--- src/rtl/hazard_ctrl.sv ---
// hazard_ctrl -- pipeline hazard controller for the five-stage F/D/E/M/W core.
//
// Decodes the D-stage instruction into register-use times (Tuse) and result
// times (Tnew), shadows the destination/Tnew of the instructions in E, M and W,
// and produces the stall/bubble request plus the operand forwarding selects.
// It also owns the multiply/divide busy counter.
//
// Ports:
//   clk       in   rising-edge clock
//   reset     in   asynchronous, active-low; clears all state immediately
//   d_instr   in   32-bit instruction currently in D
//   stall     out  freeze PC and F/D register (combinational)
//   flush_e   out  load a bubble into D/E; always equal to stall
//   fwd_d_rs  out  D operand select: 00 regfile, 01 from M, 10 from E
//   fwd_d_rt  out  same for rt
//   fwd_e_rs  out  E operand select: 00 pipeline reg, 01 from M, 10 from W
//   fwd_e_rt  out  same for rt
//   md_busy   out  multiply/divide unit busy (counter non-zero)
//   w_a3      out  destination register of the W-stage instruction (0 = none)
//
// Handshake: there is no valid/ready pair here. D advances on every edge where
// stall is low; on every edge where stall is high D holds and exactly one
// bubble enters E.
//
// Source registers an instruction does not read are decoded as $0, so a bubble
// or a non-reading instruction can never match a stall or forwarding compare.

module hazard_ctrl #(
    parameter int MULT_CYCLES = 5,
    parameter int DIV_CYCLES  = 10,
    parameter int CNT_W       = 4
) (
    input  logic        clk,
    input  logic        reset,
    input  logic [31:0] d_instr,
    output logic        stall,
    output logic        flush_e,
    output logic [1:0]  fwd_d_rs,
    output logic [1:0]  fwd_d_rt,
    output logic [1:0]  fwd_e_rs,
    output logic [1:0]  fwd_e_rt,
    output logic        md_busy,
    output logic [4:0]  w_a3
);

    localparam logic [5:0] OP_RTYPE = 6'h00;
    localparam logic [5:0] OP_JAL   = 6'h03;
    localparam logic [5:0] OP_BEQ   = 6'h04;
    localparam logic [5:0] OP_ORI   = 6'h0d;
    localparam logic [5:0] OP_LUI   = 6'h0f;
    localparam logic [5:0] OP_LW    = 6'h23;
    localparam logic [5:0] OP_SW    = 6'h2b;

    localparam logic [5:0] FN_JR    = 6'h08;
    localparam logic [5:0] FN_MFHI  = 6'h10;
    localparam logic [5:0] FN_MTHI  = 6'h11;
    localparam logic [5:0] FN_MFLO  = 6'h12;
    localparam logic [5:0] FN_MTLO  = 6'h13;
    localparam logic [5:0] FN_MULT  = 6'h18;
    localparam logic [5:0] FN_MULTU = 6'h19;
    localparam logic [5:0] FN_DIV   = 6'h1a;
    localparam logic [5:0] FN_DIVU  = 6'h1b;
    localparam logic [5:0] FN_ADD   = 6'h20;
    localparam logic [5:0] FN_SUB   = 6'h22;

    // Instruction fields
    logic [5:0] w_op;
    logic [5:0] w_fn;
    logic [4:0] w_rs_f;
    logic [4:0] w_rt_f;
    logic [4:0] w_rd_f;
    logic [4:0] w_sh_f;

    assign w_op   = d_instr[31:26];
    assign w_fn   = d_instr[5:0];
    assign w_rs_f = d_instr[25:21];
    assign w_rt_f = d_instr[20:16];
    assign w_rd_f = d_instr[15:11];
    assign w_sh_f = d_instr[10:6];

    // Decoded D-stage fields
    logic [4:0] w_d_a3;
    logic [1:0] w_d_tnew;
    logic [4:0] w_d_rs;      // $0 when rs is not read
    logic [4:0] w_d_rt;      // $0 when rt is not read
    logic [1:0] w_tuse_rs;
    logic [1:0] w_tuse_rt;
    logic       w_d_md;      // mult/multu/div/divu
    logic       w_d_div;     // div/divu
    logic       w_d_hilo;    // any instruction touching the md unit or HI/LO

    // E/M/W shadow state
    logic [4:0]       r_e_a3;
    logic [1:0]       r_e_tnew;
    logic [4:0]       r_e_rs;
    logic [4:0]       r_e_rt;
    logic             r_e_md;
    logic             r_e_div;
    logic [4:0]       r_m_a3;
    logic [1:0]       r_m_tnew;
    logic [4:0]       r_w_a3;
    logic [CNT_W-1:0] r_cnt;

    always_comb begin
        w_d_a3    = 5'd0;
        w_d_tnew  = 2'd0;
        w_d_rs    = 5'd0;
        w_d_rt    = 5'd0;
        w_tuse_rs = 2'd0;
        w_tuse_rt = 2'd0;
        w_d_md    = 1'b0;
        w_d_div   = 1'b0;
        w_d_hilo  = 1'b0;
        // R-type with a non-zero shamt is not a supported encoding: nop.
        if (w_op == OP_RTYPE && w_sh_f == 5'd0) begin
            case (w_fn)
                FN_ADD, FN_SUB: begin
                    w_d_a3    = w_rd_f;
                    w_d_tnew  = 2'd1;
                    w_d_rs    = w_rs_f;
                    w_tuse_rs = 2'd1;
                    w_d_rt    = w_rt_f;
                    w_tuse_rt = 2'd1;
                end
                FN_MFHI, FN_MFLO: begin
                    w_d_a3   = w_rd_f;
                    w_d_tnew = 2'd1;
                    w_d_hilo = 1'b1;
                end
                FN_MTHI, FN_MTLO: begin
                    w_d_rs    = w_rs_f;
                    w_tuse_rs = 2'd1;
                    w_d_hilo  = 1'b1;
                end
                FN_MULT, FN_MULTU, FN_DIV, FN_DIVU: begin
                    w_d_rs    = w_rs_f;
                    w_tuse_rs = 2'd1;
                    w_d_rt    = w_rt_f;
                    w_tuse_rt = 2'd1;
                    w_d_md    = 1'b1;
                    w_d_div   = (w_fn == FN_DIV) || (w_fn == FN_DIVU);
                    w_d_hilo  = 1'b1;
                end
                FN_JR: begin
                    w_d_rs    = w_rs_f;
                    w_tuse_rs = 2'd0;
                end
                default: ;
            endcase
        end else begin
            case (w_op)
                OP_ORI: begin
                    w_d_a3    = w_rt_f;
                    w_d_tnew  = 2'd1;
                    w_d_rs    = w_rs_f;
                    w_tuse_rs = 2'd1;
                end
                OP_LUI: begin
                    w_d_a3   = w_rt_f;
                    w_d_tnew = 2'd1;
                end
                OP_LW: begin
                    w_d_a3    = w_rt_f;
                    w_d_tnew  = 2'd2;
                    w_d_rs    = w_rs_f;
                    w_tuse_rs = 2'd1;
                end
                OP_SW: begin
                    w_d_rs    = w_rs_f;
                    w_tuse_rs = 2'd1;
                    w_d_rt    = w_rt_f;
                    w_tuse_rt = 2'd2;
                end
                OP_BEQ: begin
                    w_d_rs    = w_rs_f;
                    w_tuse_rs = 2'd0;
                    w_d_rt    = w_rt_f;
                    w_tuse_rt = 2'd0;
                end
                OP_JAL: begin
                    w_d_a3   = 5'd31;
                    w_d_tnew = 2'd0;
                end
                default: ;
            endcase
        end
    end

    // A source stalls when a producer in E or M will not have its result
    // before the consumer needs it (Tnew > Tuse).
    logic w_stall_rs;
    logic w_stall_rt;
    logic w_stall_md;

    assign w_stall_rs = (w_d_rs != 5'd0) &&
                        ((r_e_a3 == w_d_rs && r_e_tnew > w_tuse_rs) ||
                         (r_m_a3 == w_d_rs && r_m_tnew > w_tuse_rs));
    assign w_stall_rt = (w_d_rt != 5'd0) &&
                        ((r_e_a3 == w_d_rt && r_e_tnew > w_tuse_rt) ||
                         (r_m_a3 == w_d_rt && r_m_tnew > w_tuse_rt));
    // An md instruction in E has not loaded the counter yet, so it counts as busy.
    assign w_stall_md = w_d_hilo && (md_busy || r_e_md);

    assign stall   = w_stall_rs || w_stall_rt || w_stall_md;
    assign flush_e = stall;
    assign md_busy = (r_cnt != '0);
    assign w_a3    = r_w_a3;

    // D forwarding: E has priority over M; W is covered by the regfile bypass.
    assign fwd_d_rs = (w_d_rs != 5'd0 && r_e_a3 == w_d_rs && r_e_tnew == 2'd0) ? 2'b10 :
                      (w_d_rs != 5'd0 && r_m_a3 == w_d_rs && r_m_tnew == 2'd0) ? 2'b01 : 2'b00;
    assign fwd_d_rt = (w_d_rt != 5'd0 && r_e_a3 == w_d_rt && r_e_tnew == 2'd0) ? 2'b10 :
                      (w_d_rt != 5'd0 && r_m_a3 == w_d_rt && r_m_tnew == 2'd0) ? 2'b01 : 2'b00;

    // E forwarding: M has priority over W.
    assign fwd_e_rs = (r_e_rs != 5'd0 && r_m_a3 == r_e_rs && r_m_tnew == 2'd0) ? 2'b01 :
                      (r_e_rs != 5'd0 && r_w_a3 == r_e_rs) ? 2'b10 : 2'b00;
    assign fwd_e_rt = (r_e_rt != 5'd0 && r_m_a3 == r_e_rt && r_m_tnew == 2'd0) ? 2'b01 :
                      (r_e_rt != 5'd0 && r_w_a3 == r_e_rt) ? 2'b10 : 2'b00;

    always_ff @(posedge clk or negedge reset) begin
        if (!reset) begin
            r_e_a3   <= 5'd0;
            r_e_tnew <= 2'd0;
            r_e_rs   <= 5'd0;
            r_e_rt   <= 5'd0;
            r_e_md   <= 1'b0;
            r_e_div  <= 1'b0;
            r_m_a3   <= 5'd0;
            r_m_tnew <= 2'd0;
            r_w_a3   <= 5'd0;
            r_cnt    <= '0;
        end else begin
            if (stall) begin
                r_e_a3   <= 5'd0;
                r_e_tnew <= 2'd0;
                r_e_rs   <= 5'd0;
                r_e_rt   <= 5'd0;
                r_e_md   <= 1'b0;
                r_e_div  <= 1'b0;
            end else begin
                r_e_a3   <= w_d_a3;
                r_e_tnew <= w_d_tnew;
                r_e_rs   <= w_d_rs;
                r_e_rt   <= w_d_rt;
                r_e_md   <= w_d_md;
                r_e_div  <= w_d_div;
            end
            r_m_a3   <= r_e_a3;
            r_m_tnew <= (r_e_tnew != 2'd0) ? (r_e_tnew - 2'd1) : 2'd0;
            r_w_a3   <= r_m_a3;
            if (r_e_md)
                r_cnt <= r_e_div ? CNT_W'(DIV_CYCLES) : CNT_W'(MULT_CYCLES);
            else if (r_cnt != '0)
                r_cnt <= r_cnt - CNT_W'(1);
        end
    end

endmodule

--- config.mk ---
export PLATFORM = sky130hd
export DESIGN_NAME = hazard_ctrl
export DESIGN_NICKNAME = d
export VERILOG_FILES = /design/src/rtl/hazard_ctrl.sv
export SDC_FILE = /design/constraint.sdc
export NUM_CORES = 1
export LEC_CHECK = 0
export CORE_MARGIN = 4
export CORE_UTILIZATION = 49
export DETAILED_ROUTE_END_ITERATION = 10
export PLACE_DENSITY = 0.85
export REMOVE_ABC_BUFFERS = 1
export SETUP_SLACK_MARGIN = 0.3
export SYNTH_ARGS = -nofsm -noshare
export SYNTH_HDL_FRONTEND = slang
export SYNTH_SLANG_ARGS = --single-unit
export TNS_END_PERCENT = 50
--- constraint.sdc ---
create_clock -name clk -period 4.3 [get_ports clk]
set_input_delay 0.86 -clock clk [delete_from_list [all_inputs] [get_ports clk]]
set_output_delay 0.86 -clock clk [all_outputs]
set_load 0.02 [all_outputs]
### After elaboration in Yosys (flattened, before gate mapping)

Cells that the tools add are included.

* flip-flop bits (word level): 35
* input port bits: 34
* output and inout port bits: 16
* word-level logic and storage cells: 133

* $add $sub $neg: 2
* magnitude comparators: 4
* eq/ne operators: 25
* muxes and demuxes: 42
* reduce and logical (&&, ||, !) cells: 50

Operators with widths (number)
* $mux W5: 11
* $eq A6 B5 Y1 const B: 8
* $eq A5 B5 Y1: 8
* $eq A6 B6 Y1 const B: 4
* $mux W2: 12
* $logic_and A1 B1 Y1: 22
* $reduce_bool A5 Y1: 4
* $eq A6 B4 Y1 const B: 3
* $reduce_or A8 Y1: 2
* $mux W1: 14
* $mux W4: 3
* $reduce_or A4 Y1: 3
* $pmux W5 S2: 1
* $reduce_or A9 Y1: 1
* $gt A2 B2 Y1: 4
* $eq A6 B2 Y1 const B: 1
* $eq A6 B3 Y1 const B: 1
* $logic_not A6 Y1: 1
* $logic_or A1 B1 Y1: 6
* $reduce_or A3 Y1: 2
* $reduce_or A6 Y1: 1
* $logic_not A5 Y1: 1
* $logic_not A2 Y1: 2
* $pmux W2 S2: 1
* 5 further kinds: 7

### Depth between registers and ports, before layout

Gate-level depths: netlist (run 1).

* depth in word-level cells: 11
* gate-level depth with buffers: 13
* depth with buffers taken out: 11

### Least setup slack after synthesis (run 1)

No wires, ideal clock.

* path type: input port to output port
* start point: in d_instr[28]
* end point: out stall
* data arrival time: 3.248 ns
* required time: 3.440 ns
* slack: 0.192 ns
* stages: 13
* buffers on the path: 2
* cell sequence: nor4_4 nand4_4 or2_1 o21ai_0 ha_1 nor2_1 o211ai_1 nor2_1 o22ai_1 o211ai_2 buf_6 or2_1 buf_4

* cells in the longest elaborated chain, start to end: 10
* elaborated cells between the ends (all ways): 39
* those cells by class: order compare: 4; eq/ne: 8; mux: 9; reduce/logical: 18

Ends and longest elaborated chain
* start, declared: line 35 `input logic [31:0] d_instr,`
* $eq A6 B6 Y1, or another cell as far along: line 151 `case (w_op)`
* $reduce_or A3 Y1 (no line), or another cell as far along
* $mux W1 or $mux W5 (tied branches): line 151
* $mux W2 or $mux W5 (tied branches): line 115 `if (w_op == OP_RTYPE && w_sh_f == 5'd0) begin`
* $gt A2 B2 Y1, or another cell as far along: line 196 `((r_e_a3 == w_d_rs && r_e_tnew > w_tuse_rs) ||`
* $logic_and A1 B1 Y1 (on tied branches)
* $logic_or A1 B1 Y1 (on tied branches): line 196, 199
* $logic_and A1 B1 Y1 (on tied branches): line 195, 198
* $logic_or A1 B1 Y1: line 204 `assign stall = w_stall_rs || w_stall_rt || w_stall_md;`
* $logic_or A1 B1 Y1 (*): line 204
* end, declared: line 36 `output logic stall,`

Mark *: on every way between the ends. The rest lies on a longest branch, timed or not.

### Final worst setup path (run 1)

* start point: in d_instr[5]
* end point: out fwd_d_rt[0]

* cells in the longest elaborated chain, start to end: 9
* elaborated cells between the ends (all ways): 18
* those cells by class: eq/ne: 8; mux: 4; reduce/logical: 6

Ends and longest elaborated chain
* $eq A6 B5 Y1 or $eq A6 B6 Y1 (tied branches): line 116 `case (w_fn)`
* $reduce_or A6 Y1 (no line) (*)
* $mux W5 (*): line 116
* $mux W5 (*): line 115
* $eq A5 B5 Y1 or $reduce_bool A5 Y1 (tied branches): line 213, 212
* $logic_and A1 B1 Y1 (2 in a row): line 213 `(w_d_rt != 5'd0 && r_m_a3 == w_d_rt && r_m_tnew == 2'd0) ? 2'b01 : 2'b00;`
* $mux W1: line 213
* $mux W2 (*): line 212 `assign fwd_d_rt = (w_d_rt != 5'd0 && r_e_a3 == w_d_rt && r_e_tnew == 2'd0) ? 2'b10 :`
* end, declared: line 39 `output logic [1:0] fwd_d_rt,`

Marks and branches as above.

==> results of run 1 <==
[synth_stat cells (2+ instances only)]
cell and n:
xor2_1 23, nor3_1 4, or2_1 2, xnor2_1 20
nor4_1 14, and2_1 2, dfrtp_1 35, nand3_1 10
nor4bb_1 5, nand2_1 6, a21oi_1 15, nor4b_1 5
inv_1 6, o21ai_0 8, nand2b_1 2, buf_6 2
nor2_1 19, ha_1 8, or4_1 6, nor2b_1 7
o31ai_1 2, nand4_1 2
[timing repair]
| item | in CTS | in global routing |
|---|---|---|
| buffers inserted | 2 | 4 |
| setup endpoints to repair | 6 | 5 |
| pin swaps | 4 | 13 |
| resized for setup | 31 | 32 |
[worst max path at each step]
stage,start,end,cells past startpoint
3_5_place_dp,d_instr[28],flush_e,12
4_1_cts,d_instr[0],flush_e,12
3_3_place_gp,d_instr[28],stall,13
6_report,d_instr[5],fwd_d_rt[0],10
2_1_floorplan,d_instr[28],flush_e,11
5_1_grt,d_instr[4],fwd_d_rt[0],10
[cell usage in the layout (no fill, tap or decap), types with 3 or more instances in the layout]
| cell | count |
|---|---|
| nor3_1 | 4 |
| ha_1 | 6 |
| inv_1 | 6 |
| a21oi_2 | 3 |
| nand3_1 | 9 |
| xor2_1 | 23 |
| dlymetal6s2s_1 | 6 |
| or4_1 | 6 |
| nor2b_1 | 6 |
| nand2_1 | 6 |
| buf_6 | 4 |
| clkdlybuf4s50_1 | 32 |
| nor2_1 | 15 |
| o21ai_2 | 3 |
| dlygate4sd2_1 | 6 |
| nor4bb_1 | 4 |
| a21oi_1 | 12 |
| xnor2_1 | 20 |
| clkbuf_8 | 5 |
| nor4b_1 | 5 |
| nor2_2 | 3 |
| buf_4 | 34 |
| o21ai_0 | 6 |
| nor4_1 | 12 |
| dfrtp_1 | 35 |
[metrics by stage]
step	power, µW	utilization (%)
after detailed placement	612.3	67.97
after global routing	965.1	74.29
after floorplan	506.8	-
after CTS	907.8	71.23
final	917.8	74.29
after global placement	603.3	67.97
[layer usage]
layer | vias up | GRT usage (%) | routed length [µm]
met3 | 8 | 3.694 | 359
met1 | 1039 | 26.05 | 2485
li1 | 1005 | - | -
met2 | 79 | 41.16 | 3428
met5 | - | 0 | 0
met4 | 0 | 7.184 | 91
[cell type report]
class                      count  share of cell area [%]
inverter                       6                  0.6868
multi-input combinational    181                   43.72
timing repair buffer          85                   23.46
clock inverter                 3                   1.335
sequential                    35                   26.71
clock buffer                   5                   2.098
tap                           52                   1.984
[worst reg2reg max path, cell delays in order, from the launching register on]
cell and delay [ns]:
dfrtp_1 0.43, xnor2_1 0.18, nand3_1 0.09, nor4_1 0.45, o2111ai_2 0.24, o211ai_2 0.12
buf_4 0.27, nor4b_1 0.09
[where the power goes]
group / total (µW) / switching [µW] / internal (µW)
Sequential: 377 / 21.9 / 355
Clock: 296 / 124 / 172
Combinational: 244 / 121 / 123
[registers in the layout, indices dropped and copies added, names as in the netlist]
signal    flops
w_a3          5
r_e_tnew      2
r_m_tnew      2
r_e_md        1
r_e_rs        5
r_e_a3        5
r_cnt         4
r_m_a3        5
r_e_rt        5
r_e_div       1
[cells by family after synthesis]
kind of cell	share of synthesized area, %
AOI/OAI and AO/OA	10.75
xor gates and xnor gates	16.68
adders and majority gates	4.432
buffers and inverters	2.714
DFF	38.78
muxes	0.4432
and+or+nand+nor	26.21
==> results.toml, run 1 <==
[sta]
period_share_pct = 93.36
fin_ws_ns = 0.2855
worst_pin_slew_ns = 0.5901
min_period_ns = 4.014
fmax_mhz = 249.1
setup_viol_count_final = 0
rsz0062_at_grt = "true"
final_hold_viol_count = 0
slew_viol_final = 0
clock_skew_ns = 0.009304
tns_ns = 0
relSlewSlack_pct = 60.24
whs_ns = 0.4613

[outcome]
status = "finished clean"

[worst_setup_path]
cp-end-kind = "primary output"
r2r-start = "r_e_a3[0]$_DFF_PN0_"
crit_arrival_ns = 3.15
path_common_cell = "buf_4"
crit_chain = "clkdlybuf4s50_1 > nor2b_1 > buf_4 > a22oi_1 > buf_4 > o32ai_4 > buf_4 > nand3_1 > nor2_1 > dlygate4sd2_1"
reg2regPathDepth = 7
regToRegEndpoint = "r_e_rs[3]$_DFF_PN0_"
cp-start-kind = "input pin"
cp_slowest_cell = "clkdlybuf4s50_1"
worstSetupPathType = "in -> out"
r2r_slack_ns = 2.30
path_buf_inv = 5
cp_slowest_stage_delay_ns = 0.50
critical_path.max_fanout = 6
required_ns = 3.44
cp_top_family = "buffers and inverters"

[clocking]
htree_levels = 2
cts_buffers = 5
cts_tree = "yes"
clock_latency_ns = 0.29
clockBufferDepth = 2
hold_buffers = 0
root_buffer = "clkbuf_8"
path_clk_slew_ns = 0.07
cts_num_sinks = 35

[placed_design]
io_buffers = 49
place_hpwl_um = 4574
post-place-ws_ns = -0.4802
gp_congestion = 0.9435
dp_cells = 353
placed_cell_area_um2 = 3000

[grt]
grt_pass1_vias = 2115
grt_max_degree = 36
overflow = 0
antenna_found_initial = 0
grt_pass1_wl_um = 9591
grt_usage_pct = 22.32

[finish]
fin_cells = 367
fill_cells = 310
final_nets = 356
num_antenna_cells = 0
multi_input_area_um2 = 1434
final_area_um2 = 3279
seqCellArea_um2 = 875.8
syn_to_final_growth_pct = 45.21
drive_above_1_share_pct = 25.08

[logic_synthesis]
syn_avg_cell_area_um2 = 9.949
synth_area_um2 = 2258
synth_edf_count = 0
syn_inst = 227
yosys_warnings = 0
synth_cell_type_count = 46
synth_area_leaders = "dfrtp_1, xor2_1, xnor2_1"
yosysTopAreaCell = "dfrtp_1"
synth_flop_cell = "dfrtp_1"
yosysSeqAreaShare_pct = 38.78
async_flop_share_pct = 100.0
synthDominantCellAreaShare_pct = 38.78
ys_ff_latch = 35

[die]
coreArea_um2 = 4414
fp.dieH_um = 75.89
rows = 24
io_pins = 50
dieArea_um2 = 5759
start_util_pct = 51.16
fp.dieW_um = 75.89

[pwr]
p_leak_uw = 0.001532
powerDensity_nw_per_um2 = 279.9
vdd_ir_drop_max_mv = 0.1766

[detailed_routing]
drtIter0Drc = 146
wirelength_um = 6364
viasPerCell = 5.807
post_drt_wl_per_cell_um = 17.34
ant_nets = 0
route.detailed.drc = 0
dr.pass1.iters = 4
vias = 2131

[worst_hold_path]
hp-start = "r_e_a3[2]$_DFF_PN0_"
whs_path_depth = 0
hold_end = "r_m_a3[2]$_DFF_PN0_"
min_path_type = "reg -> reg"

[job]
cap_violations = 0
(Power assumes the default switching activity.)
==> inputs of run 2 (changes only) <==
--- a/config.mk
+++ b/config.mk
@@ -5,8 +5,10 @@
 export SDC_FILE = /design/constraint.sdc
 export NUM_CORES = 1
 export LEC_CHECK = 0
+export CAP_MARGIN = 0
 export CORE_MARGIN = 4
 export CORE_UTILIZATION = 49
+export CTS_CLUSTER_DIAMETER = 120
 export DETAILED_ROUTE_END_ITERATION = 10
 export PLACE_DENSITY = 0.85
 export REMOVE_ABC_BUFFERS = 1
==> results of run 2 <==
The final DEF is identical to that of run 1; final timing and power are the same.
